--- src/rtl/cordic_pkg.sv ---
// Shared definitions for the CORDIC angle sequencer.
//   state_t   : sequencer FSM state encoding
//   DEG_*     : quadrant boundaries in integer degrees (11-bit angle domain)
//   ANG_W     : width of the integer-degree angle and the reduced signed angle
//   X0_GAIN   : 1/K in Q2.30, loaded as the core's initial X
//   ONE       : 1.0 in Q2.30
package cordic_pkg;

  localparam int ANG_W = 11;

  typedef enum logic [2:0] {
    ST_IDLE   = 3'd0,
    ST_REDUCE = 3'd1,
    ST_CRST   = 3'd2,
    ST_LOAD   = 3'd3,
    ST_RUN    = 3'd4,
    ST_OUT    = 3'd5
  } state_t;

  localparam logic [ANG_W-1:0] DEG_90  = 11'd90;
  localparam logic [ANG_W-1:0] DEG_180 = 11'd180;
  localparam logic [ANG_W-1:0] DEG_270 = 11'd270;
  localparam logic [ANG_W-1:0] DEG_360 = 11'd360;

  localparam logic [31:0] X0_GAIN = 32'h26DD3B6A;
  localparam logic [31:0] ONE     = 32'h40000000;

endpackage

--- src/rtl/cordic_angle_reduce.sv ---
// Angle reduction and quadrant decode for the CORDIC sequencer.
// Reduces an integer-degree angle mod 360 by repeated subtraction (one
// subtract per cycle while step is high), then folds the result into
// [-90,+90] and records which output signs must be flipped.
// Ports:
//   clk, rst   clock, synchronous active-high reset
//   load       capture theta into the working angle
//   theta      unsigned integer degrees 0..2047
//   step       high while the sequencer sits in its reduce state
//   z          reduced signed angle (registered, stable until next reduce)
//   neg_c      negate core X to obtain cos
//   neg_s      negate core Y to obtain sin
//   rdy        combinational: working angle is below 360 this cycle, so the
//              decoded z/neg_c/neg_s are being registered at this edge
module cordic_angle_reduce
  import cordic_pkg::*;
(
  input  logic                    clk,
  input  logic                    rst,
  input  logic                    load,
  input  logic [ANG_W-1:0]        theta,
  input  logic                    step,
  output logic signed [ANG_W-1:0] z,
  output logic                    neg_c,
  output logic                    neg_s,
  output logic                    rdy
);

  logic [ANG_W-1:0]        ang_reg;
  logic signed [ANG_W-1:0] z_reg;
  logic signed [ANG_W-1:0] z_next;
  logic                    neg_c_reg;
  logic                    neg_c_next;
  logic                    neg_s_reg;
  logic                    neg_s_next;
  logic                    in_range;

  assign in_range = (ang_reg < DEG_360);
  assign rdy      = step && in_range;

  // Quadrant fold. The fourth quadrant uses an 11-bit wrapping subtract,
  // which yields the negative two's-complement angle directly.
  always_comb begin
    z_next     = '0;
    neg_c_next = 1'b0;
    neg_s_next = 1'b0;
    if (ang_reg <= DEG_90) begin
      z_next = $signed(ang_reg);
    end else if (ang_reg <= DEG_180) begin
      z_next     = $signed(DEG_180 - ang_reg);
      neg_c_next = 1'b1;
    end else if (ang_reg <= DEG_270) begin
      z_next     = $signed(ang_reg - DEG_180);
      neg_c_next = 1'b1;
      neg_s_next = 1'b1;
    end else begin
      z_next = $signed(ang_reg - DEG_360);
    end
  end

  always_ff @(posedge clk) begin
    if (rst) begin
      ang_reg   <= '0;
      z_reg     <= '0;
      neg_c_reg <= 1'b0;
      neg_s_reg <= 1'b0;
    end else if (load) begin
      ang_reg <= theta;
    end else if (step) begin
      if (!in_range) begin
        ang_reg <= ang_reg - DEG_360;
      end else begin
        z_reg     <= z_next;
        neg_c_reg <= neg_c_next;
        neg_s_reg <= neg_s_next;
      end
    end
  end

  assign z     = z_reg;
  assign neg_c = neg_c_reg;
  assign neg_s = neg_s_reg;

endmodule

--- src/rtl/cordic_angle_sequencer.sv ---
// Front/back-end sequencer for a CORDIC rotation core.
// Accepts an integer-degree angle, reduces it into the core's convergence
// range, resets/loads/starts the core, waits for done (with timeout), then
// applies quadrant sign correction and returns cos/sin in Q2.30.
// Ports:
//   clk, rst                 clock, synchronous active-high reset
//   in_valid/in_ready/in_theta   request handshake, angle in degrees
//   cordic_rst/start         core control
//   cordic_x0/y0/z0          core operands (x0 = 1/K, y0 = 0, z0 = reduced angle)
//   cordic_done/x/y/z        core status and results
//   out_valid/out_ready      result handshake
//   out_cos/out_sin          signed Q2.30 results
//   out_resid                core residual angle passthrough
//   out_err                  core timed out; cos/sin/resid forced to 0
module cordic_angle_sequencer
  import cordic_pkg::*;
#(
  parameter int W       = 32,
  parameter int Z_FRAC  = 0,
  parameter int TIMEOUT = 256
) (
  input  logic             clk,
  input  logic             rst,
  input  logic             in_valid,
  output logic             in_ready,
  input  logic [ANG_W-1:0] in_theta,
  output logic             cordic_rst,
  output logic             cordic_start,
  output logic [W-1:0]     cordic_x0,
  output logic [W-1:0]     cordic_y0,
  output logic [W-1:0]     cordic_z0,
  input  logic             cordic_done,
  input  logic [W-1:0]     cordic_x,
  input  logic [W-1:0]     cordic_y,
  input  logic [W-1:0]     cordic_z,
  output logic             out_valid,
  input  logic             out_ready,
  output logic [W-1:0]     out_cos,
  output logic [W-1:0]     out_sin,
  output logic [W-1:0]     out_resid,
  output logic             out_err
);

  localparam int CNT_W = $clog2(TIMEOUT) + 1;

  state_t state_reg;
  state_t state_next;

  logic [CNT_W-1:0] cnt_reg;
  logic             timeout_hit;

  logic                    red_rdy;
  logic signed [ANG_W-1:0] red_z;
  logic                    red_neg_c;
  logic                    red_neg_s;
  logic                    in_fire;

  logic [W-1:0] cos_reg;
  logic [W-1:0] sin_reg;
  logic [W-1:0] resid_reg;
  logic         err_reg;

  // Lane 0 carries X/cos, lane 1 carries Y/sin.
  logic [W-1:0] core_val [2];
  logic         neg_flag [2];
  logic [W-1:0] corr_val [2];

  assign in_ready = (state_reg == ST_IDLE) && !rst;
  assign in_fire  = in_ready && in_valid;

  cordic_angle_reduce u_reduce (
    .clk   (clk),
    .rst   (rst),
    .load  (in_fire),
    .theta (in_theta),
    .step  (state_reg == ST_REDUCE),
    .z     (red_z),
    .neg_c (red_neg_c),
    .neg_s (red_neg_s),
    .rdy   (red_rdy)
  );

  // Operands are driven continuously from the registered reduce result, so
  // they are already settled by the time the core leaves reset.
  assign cordic_x0    = W'(X0_GAIN);
  assign cordic_y0    = '0;
  assign cordic_z0    = {{(W-ANG_W){red_z[ANG_W-1]}}, red_z} << Z_FRAC;
  assign cordic_rst   = rst || (state_reg == ST_CRST);
  assign cordic_start = (state_reg == ST_RUN);

  assign core_val[0] = cordic_x;
  assign core_val[1] = cordic_y;
  assign neg_flag[0] = red_neg_c;
  assign neg_flag[1] = red_neg_s;

  // |X|,|Y| never exceed 1.0 in Q2.30, so a wrapping negate cannot overflow.
  generate
    for (genvar gi = 0; gi < 2; gi++) begin : g_sign
      assign corr_val[gi] = neg_flag[gi] ? (~core_val[gi] + W'(1)) : core_val[gi];
    end
  endgenerate

  assign timeout_hit = (cnt_reg == CNT_W'(TIMEOUT - 1));

  always_ff @(posedge clk) begin
    if (rst) begin
      state_reg <= ST_IDLE;
    end else begin
      state_reg <= state_next;
    end
  end

  always_comb begin
    state_next = state_reg;
    case (state_reg)
      ST_IDLE:   if (in_valid) state_next = ST_REDUCE;
      ST_REDUCE: if (red_rdy) state_next = ST_CRST;
      ST_CRST:   state_next = ST_LOAD;
      ST_LOAD:   state_next = ST_RUN;
      ST_RUN:    if (cordic_done || timeout_hit) state_next = ST_OUT;
      ST_OUT:    if (out_ready) state_next = ST_IDLE;
      default:   state_next = ST_IDLE;
    endcase
  end

  always_ff @(posedge clk) begin
    if (rst) begin
      cnt_reg <= '0;
    end else if (state_reg == ST_LOAD) begin
      cnt_reg <= '0;
    end else if (state_reg == ST_RUN) begin
      cnt_reg <= cnt_reg + CNT_W'(1);
    end
  end

  // done takes priority over a simultaneous timeout.
  always_ff @(posedge clk) begin
    if (rst) begin
      cos_reg   <= '0;
      sin_reg   <= '0;
      resid_reg <= '0;
      err_reg   <= 1'b0;
    end else if (state_reg == ST_RUN) begin
      if (cordic_done) begin
        cos_reg   <= corr_val[0];
        sin_reg   <= corr_val[1];
        resid_reg <= cordic_z;
        err_reg   <= 1'b0;
      end else if (timeout_hit) begin
        cos_reg   <= '0;
        sin_reg   <= '0;
        resid_reg <= '0;
        err_reg   <= 1'b1;
      end
    end
  end

  assign out_valid = (state_reg == ST_OUT);
  assign out_cos   = cos_reg;
  assign out_sin   = sin_reg;
  assign out_resid = resid_reg;
  assign out_err   = err_reg;

endmodule

--- config.mk ---
export PLATFORM = sky130hd
export DESIGN_NAME = cordic_angle_sequencer
export DESIGN_NICKNAME = d
export VERILOG_FILES = /design/src/rtl/cordic_pkg.sv /design/src/rtl/cordic_angle_reduce.sv /design/src/rtl/cordic_angle_sequencer.sv
export SDC_FILE = /design/constraint.sdc
export NUM_CORES = 1
export LEC_CHECK = 0
export CORE_MARGIN = 2
export CORE_UTILIZATION = 47
export DETAILED_ROUTE_END_ITERATION = 10
export PLACE_DENSITY = 0.87
export SYNTH_ARGS = -nofsm -noshare
export SYNTH_HDL_FRONTEND = slang
export SYNTH_SLANG_ARGS = --single-unit
export TNS_END_PERCENT = 100
--- constraint.sdc ---
create_clock -name clk -period 5.1 [get_ports clk]
set_input_delay 1.53 -clock clk [delete_from_list [all_inputs] [get_ports clk]]
set_output_delay 1.53 -clock clk [all_outputs]
set_load 0.01 [all_outputs]
[Yosys cells after proc, flatten, opt, wreduce, memory -nomap -nowiden]
Cells that the tools add are included.
Widths: inputs -> output; s select.
Cells by class
  add/sub/neg operators: 6
  order comparisons: 4
  eq/ne operators: 11
  muxes and demuxes: 24
  bitwise logic cells: 3
  reduce and logical (&&, ||, !) cells: 14
Operators by type and width (count)
  $mux 32: 6
  $mux 11: 6
  $add 32x1->32 const B: 2
  $not 32->32: 2
  $pmux 3 s6: 1
  $mux 3: 4
  $le 11x7->1 const B: 1
  $le 11x8->1 const B: 1
  $le 11x9->1 const B: 1
  $lt 11x9->1 const B: 1
  $sub 11x8->11 const B: 1
  $sub 11x9->11 const B: 1
  $sub 8x11->11 const A: 1
  $add 9x1->9 const B: 1
  $eq 9x8->1 const B: 1
  $mux 1: 7
  $eq 3x2->1 const B: 2
  $eq 3x3->1 const B: 2
  $ne 2x2->1 const B: 3
  $ne 2x1->1 const B: 2
  $reduce_and 2->1: 2
  $reduce_and 4->1: 1
  $reduce_bool 2->1: 2
  $eq 3x1->1 const B: 1
  7 further kinds: 10
Storage, ports and cells
  register bits: 133
  bits of input ports: 112
  output and inout bits: 197
  logic and storage cells: 72

[Longest topological paths before layout]
Gate-level depths: netlist (run 1).
  word-level depth: 5
  depth in mapped cells: 10

[Hierarchy]
Synthesis (run 1) repeated with hierarchy kept, for this count alone.
Second synthesis, totals
  cell total of the unflattened synthesis: 901
  area total of the unflattened synthesis: 7438.4 µm²
By module, submodules not included
  cordic_angle_sequencer: times used 1, cells an instance 690, area an instance 5733.0 µm², sequential area each 2182.1 µm²
  cordic_angle_reduce: times used 1, cells an instance 211, area an instance 1705.4 µm², sequential area each 480.5 µm²

[Least setup slack after synthesis (run 1)]
OpenSTA, ideal clock, no wires.
  kind: input-to-output
  start: in rst
  end: out cordic_rst
  data arrival time: 2.151 ns
  data required time: 3.570 ns
  path slack: 1.419 ns
  cell stages on the path: 3
  path through: clkbuf_1 > clkbuf_1 > a31o_2
On the way
  longest elaborated chain between the ends: 1
RTL lines
  start, declared: line cordic_angle_sequencer.sv:23  | input logic rst,
  $logic_or 1x1->1: line cordic_angle_sequencer.sv:88  | assign cordic_rst = rst || (state_reg == ST_CRST);
  end, declared: line cordic_angle_sequencer.sv:27  | output logic cordic_rst,
Every way passes these cells.

[Final worst setup path (run 1)]
  start: in rst
  end: out in_ready
On the way
  longest elaborated chain between the ends: 2
RTL lines
  $logic_not 1->1: line cordic_angle_sequencer.sv:68  | assign in_ready = (state_reg == ST_IDLE) && !rst;
  $logic_and 1x1->1: line cordic_angle_sequencer.sv:68
  end, declared: line cordic_angle_sequencer.sv:25  | output logic in_ready,
Every way passes these cells.

==> results by group, run 1 <==
Status
  – Status: complete, no violations

Worst setup path
  – Max incr delay on CP: around 640 ps
  – Worst Path Required: 3570 ps
  – CP Launch Type: input pin
  – Critical path type: input pin to output pin
  – CP max-delay cell: clkdlybuf4s50_1
  – Crit path DAT: about 2600 ps
  – Crit end category: output pin
  – Cell class contributing the biggest share of worst-path delay: buffers and inverters
  – Cell chain of the critical path: buf_2 > nor4_1 > clkdlybuf4s50_1
  – Crit path max fanout: 3
  – Critical path buffers and inverters: 2

Logic synthesis
  – Synth Flop Type: dfxtp_1
  – Count leader, synth: dfxtp_1
  – #FFs+latches synth: ~130
  – Commonest cells post-synth: 133 x dfxtp_1, 98 x nor2_1, 97 x nand2_1
  – Syn avg cell area: between 8 and 9 um2
  – Async S/R FF share, synth: 0
  – Post-synth top area cell: dfxtp_1
  – Yosys top cell area share: 0.361
  – Synth cell types: slightly above 70
  – Syn. warnings: 0
  – Post-synth EDFFs: 0
  – Synth top area cells: dfxtp_1 36%, buf_4 8.8%, xor2_1 5.5%
  – Synthesized cell area: approximately 7400 um2
  – Syn Inst Count: 879
  – Seq/Total Area, Yosys: 0.361

Clocking
  – CTS tree: yes
  – H-tree depth reported by CTS: 4
  – Max Root-Sink Buffers: 2
  – Worst-path clk slew: around 60 ps
  – Postcts setup bufs: 0
  – Clk_lat worst skew: a little over 400 ps
  – Hold buffers post-CTS: 0
  – Root buf cell: clkbuf_16
  – Cts bufs inserted: 17
  – Clock sink count: approximately 130
  – Post-CTS Resized: 0

Global route
  – First-pass GRT wire length: 31600 um
  – Total GRT Usage: 0.237
  – Vias in the first global route: around 6400
  – Grt ovf: 0
  – Antenna violations before repair: 0
  – Largest net degree at the start of global routing: just under 90

Drt
  – DR vias: just under 7000
  – Routed wire length: just over 20000 um
  – First-pass detailed-route iteration total: 5
  – Routed wire per std cell: around 16 um
  – 1st-iter DRT viols: between 500 and 600
  – DR vias/cell: between 5 and 6
  – Routed Antenna Nets: 0
  – DRC viols: 0

Die
  – Height of the die: about 130 um
  – Core area: approximately 15000 um2
  – Io pins: 309
  – Die width: roughly 130 um
  – Row Count: 45
  – Starting Density: 0.483
  – Die ar.: 16700 um2

Place
  – Placed inst area: approximately 9500 um2
  – DP HPWL: around 15000 um
  – GPL Wtd Cong: between 0.9 and 1
  – Dpl ws: 940 ps
  – Buffers on Ports: about 240

STA
  – Final Critical Period: 4170 ps
  – Worst slew margin: 0.206
  – Skew final: about 6.9 ps
  – Setup TNS: 0 ps
  – RSZ-0062 raised after global routing: false
  – Max Fclk: between 0.2 and 0.25 GHz
  – Fin. Hold Viols: 0
  – Slew of the pin with the lowest slew margin: between 1000 and 1500 ps
  – # setup viols final: 0
  – Slew Limit Fails: 0
  – Fin crit share: 0.818
  – Worst Slack Setup Final: 928 ps

Finish
  – Footprint of the multi-input gates: between 4000 and 5000 um2
  – Fin area: 10200 um2
  – Layout cells sized above 1: 0.0716
  – # diodes: 0
  – Register area: between 2000 and 3000 um2
  – Final core occ: 0.668
  – FILL cells: between 1000 and 1500
  – Nets: ~1200
  – Area growth syn-to-layout: 38.1%

Pwr
  – Leakage: 3.60 nW
  – Total power: between 3 and 4 mW
  – Max IR drop VDD: between 0.2 and 0.3 mV
  – Power density cells: between 300 and 400 nW/um2

Min path
  – HP Class: flip-flop to flip-flop

Job
  – Max-cap viol count: 0
## layout by cell type, fill, tap and decap left out, drive strengths merged, types with 9 or more instances in the layout
| master | netlist | final |
|---|---|---|
| o31ai | 20 | 20 |
| inv | 15 | 18 |
| clkbuf | 36 | 18 |
| nand3 | 11 | 11 |
| dfxtp | 133 | 133 |
| or3 | 11 | 11 |
| nand2 | 97 | 97 |
| a22oi | 52 | 52 |
| a211oi | 11 | 11 |
| nor2 | 99 | 99 |
| conb | 2 | 64 |
| xnor2 | 30 | 30 |
| nor3 | 9 | 9 |
| a21oi | 22 | 22 |
| ha | 14 | 14 |
| o41ai | 10 | 10 |
| o21ai | 74 | 74 |
| clkdlybuf4s50 | 0 | 243 |
| xor2 | 46 | 46 |
## through the flow
step | std cells | hold slack (ps)
5_1_grt | 1300 | 468
4_1_cts | 1300 | 450
3_3_place_gp | 1268 | 430
3_5_place_dp | 1268 | 438
6_report | 1300 | 445
2_1_floorplan | 941 | 459
## worst register-to-register path, stage by stage (launching register included)
cell and delay, ps:
dfxtp_1 330, ha_1 230, nand3_1 90, nor2_1 50, ha_1 240, o21ai_4 150, nor2b_2 890, buf_4 390
nand2_1 110, o21ai_1 110
## cell type report
type                    instances  share of cell area
multi-input cells             658               0.399
clock inverters                14              0.0219
clock buffers                  18              0.0421
inverters                      15             0.00553
repair buffers                251               0.244
well taps                     211              0.0259
flip-flops and latches        133               0.261
## kinds of logic (layout without fill, tap and decap cells)
group                    count (synthesis)  after routing  synth area share
flip-flops                             133            133             0.361
buffers and inverters                  150            298             0.122
XOR/XNOR                                76             76            0.0902
AO/OA/AOI/OAI                          220            220             0.210
multiplexers                             1              1           0.00136
adder cells (fa/ha/maj)                 14             14            0.0237
other                                    2             64           0.00102
AND/OR/NAND/NOR                        283            283             0.191
## power by group
| part | internal (mW) | switching [mW] |
|---|---|---|
| combinational | 0.414 | 0.434 |
| sequential | 1.09 | 0.0996 |
| clock | 0.874 | 0.485 |
## routing by layer
| metal | vias to the layer above | GRT usage | routed length [um] | share of wire |
|---|---|---|---|---|
| met5 | - | 0 | 0 | 0 |
| met4 | 0 | 0.104 | 638 | 0.031 |
| met3 | 51 | 0.0669 | 1660 | 0.080 |
| met2 | 318 | 0.414 | 10200 | 0.50 |
| met1 | 3229 | 0.269 | 8110 | 0.39 |
| li1 | 3319 | - | - | - |
## final timing paths
kind / startpoint / to / slack, ps / cells after the start
worst max-delay path: rst / in_ready / 930 / 3
worst min-delay path: out_cos[29] / out_cos[29] / 450 / 2
worst max register to register: cnt_reg[0] / out_sin[29] / 2430 / 9
worst min register to register: out_cos[29] / out_cos[29] / 450 / 2
Note: power is estimated with default switching activity, not from simulation.
==> run 2: changes to the inputs <==
CORE_UTILIZATION = 44   (was 47)
PLACE_DENSITY = 0.82   (was 0.87)
clock period = 4.3 ns   (was 5.1 ns; I/O delays follow)
==> run 2 against run 1 <==
Critical path depth unchanged. Count of clock-buffer cells in the layout up 3. Die area up 6.6%. Global-route usage down 1.8 points. Sequential power up 18%. Hold slack worse by 1.0 ps. Cell area down 0.14%. First-iteration DRC count down 14%. Combinational power up 20%. Utilization down 5.0 points. Setup slack worse by 410 ps. Largest cell class unchanged.
==> results by group, run 2 (synthesized netlist as in run 1, its figures left out) <==
Status
  – Status: complete, no violations

Clocking
  – Cts bufs inserted: 17
  – Max Root-Sink Buffers: 2
  – Clk_lat worst skew: between 400 and 500 ps
  – CTS tree: yes
  – Root buf cell: clkbuf_16
  – Postcts setup bufs: 0
  – Worst-path clk slew: around 60 ps
  – Hold buffers post-CTS: 0
  – H-tree depth reported by CTS: 4
  – Post-CTS Resized: 0
  – Clock sink count: 133

STA
  – Fin. Hold Viols: 0
  – Setup TNS: 0 ps
  – Fin crit share: 0.879
  – Slew Limit Fails: 0
  – # setup viols final: 0
  – Skew final: between 9 and 10 ps
  – Final Critical Period: around 3800 ps
  – Max Fclk: between 0.2 and 0.3 GHz
  – Worst slew margin: 0.388
  – Slew of the pin with the lowest slew margin: slightly above 900 ps
  – RSZ-0062 raised after global routing: false

Pwr
  – Power density cells: 385 nW/um2
  – Total power: 3.92 mW
  – Max IR drop VDD: ~0.26 mV
  – Leakage: between 3 and 4 nW

Worst setup path
  – R2R Path End: u_reduce.z[8]
  – Worst reg-to-reg setup slack: between 1500 and 2000 ps
  – R2R Path Start: u_reduce.ang_reg[3]
  – Worst Path Required: between 3000 and 4000 ps
  – CP Capture Point: in_ready
  – Critical path origin: rst
  – Crit path max fanout: 3
  – Critical path type: input pin to output pin
  – CP Launch Type: input pin
  – Crit end category: output pin
  – Reg2Reg Depth: 8
  – Crit path DAT: roughly 2500 ps

Drt
  – Routed wire per std cell: 15.2 um
  – Routed wire length: around 20000 um
  – 1st-iter DRT viols: just under 500
  – First-pass detailed-route iteration total: 5
  – DR vias/cell: 5.13
  – DRC viols: 0
  – DR vias: 6720
  – Routed Antenna Nets: 0

Die
  – Io pins: slightly above 300
  – Row Count: 47
  – Core area: 16500 um2
  – Height of the die: 133 um
  – Die ar.: approximately 18000 um2
  – Die width: 133 um
  – Starting Density: 0.448

Place
  – Buffers on Ports: around 240
  – Placed inst area: between 9000 and 10000 um2
  – GPL Wtd Cong: slightly above 0.9
  – DP HPWL: between 10000 and 15000 um

Job
  – Max-cap viol count: 0

Global route
  – Total GRT Usage: 0.219
  – Vias in the first global route: 6284
  – Grt ovf: 0
  – Antenna violations before repair: 0
  – First-pass GRT wire length: ~32000 um
  – Largest net degree at the start of global routing: 87

Finish
  – FILL cells: 1433
  – Most frequent cells in the layout: 243 x clkdlybuf4s50_1, 133 x dfxtp_1, 98 x nor2_1
  – Area growth syn-to-layout: 37.9%
  – Nets: 1204
  – Fin area: 10200 um2
  – # diodes: 0
  – Commonest non-fill, non-tap cell in the layout: clkdlybuf4s50_1
  – Layout cells sized above 1: 0.0724

Min path
  – HP Class: flip-flop to flip-flop
  – Hold path cells: 2
  – Hold wc startpoint: out_cos[23]
==> run 2: metrics by stage <==
step	util	worst slack [ps]	hold slack [ps]	instances
finish	0.618	520	444	1311
global route	0.618	361	470	1311
CTS	0.618	506	449	1311
detailed placement	0.581	518	439	1279
global placement	0.581	545	431	1279
floorplan	-	1100	459	941
==> run 2: worst max-delay path: stages <==
cell	delay, ps
buf_2	130
nor4_1	430
clkdlybuf4s50_1	640
==> run 2: worst min path at each step <==
stage / endpoint / slack [ps]
after floorplan: cnt_reg[7] / 460
after global placement: u_reduce.z[7] / 430
after detailed placement: out_sin[25] / 440
after CTS: out_cos[23] / 450
after global routing: out_cos[29] / 470
final: out_cos[23] / 440
==> run 2: area by class of cell <==
| type | instances | area [um2] | share of cell area |
|---|---|---|---|
| multi-input cells | 658 | 4060 | 0.399 |
| clock inverters | 11 | 151 | 0.0149 |
| flip-flops and latches | 133 | 2660 | 0.262 |
| clock buffers | 21 | 460 | 0.0453 |
| repair buffers | 253 | 2500 | 0.246 |
| well taps | 220 | 275 | 0.0271 |
| inverters | 15 | 56.3 | 0.00553 |
==> run 2: layer usage <==
metal / part of all wire / track usage
met5: 0 / 0
met4: 0.024 / 0.0881
met3: 0.071 / 0.0556
met2: 0.47 / 0.362
met1: 0.43 / 0.274
==> run 2: power by group <==
part           internal, mW  total [mW]  switching (mW)  leakage [nW]
clock network         0.944        1.51           0.562         0.285
registers              1.30        1.40          0.0973          1.07
logic                 0.492        1.02           0.528          2.22
total                  2.73        3.92            1.19          3.58
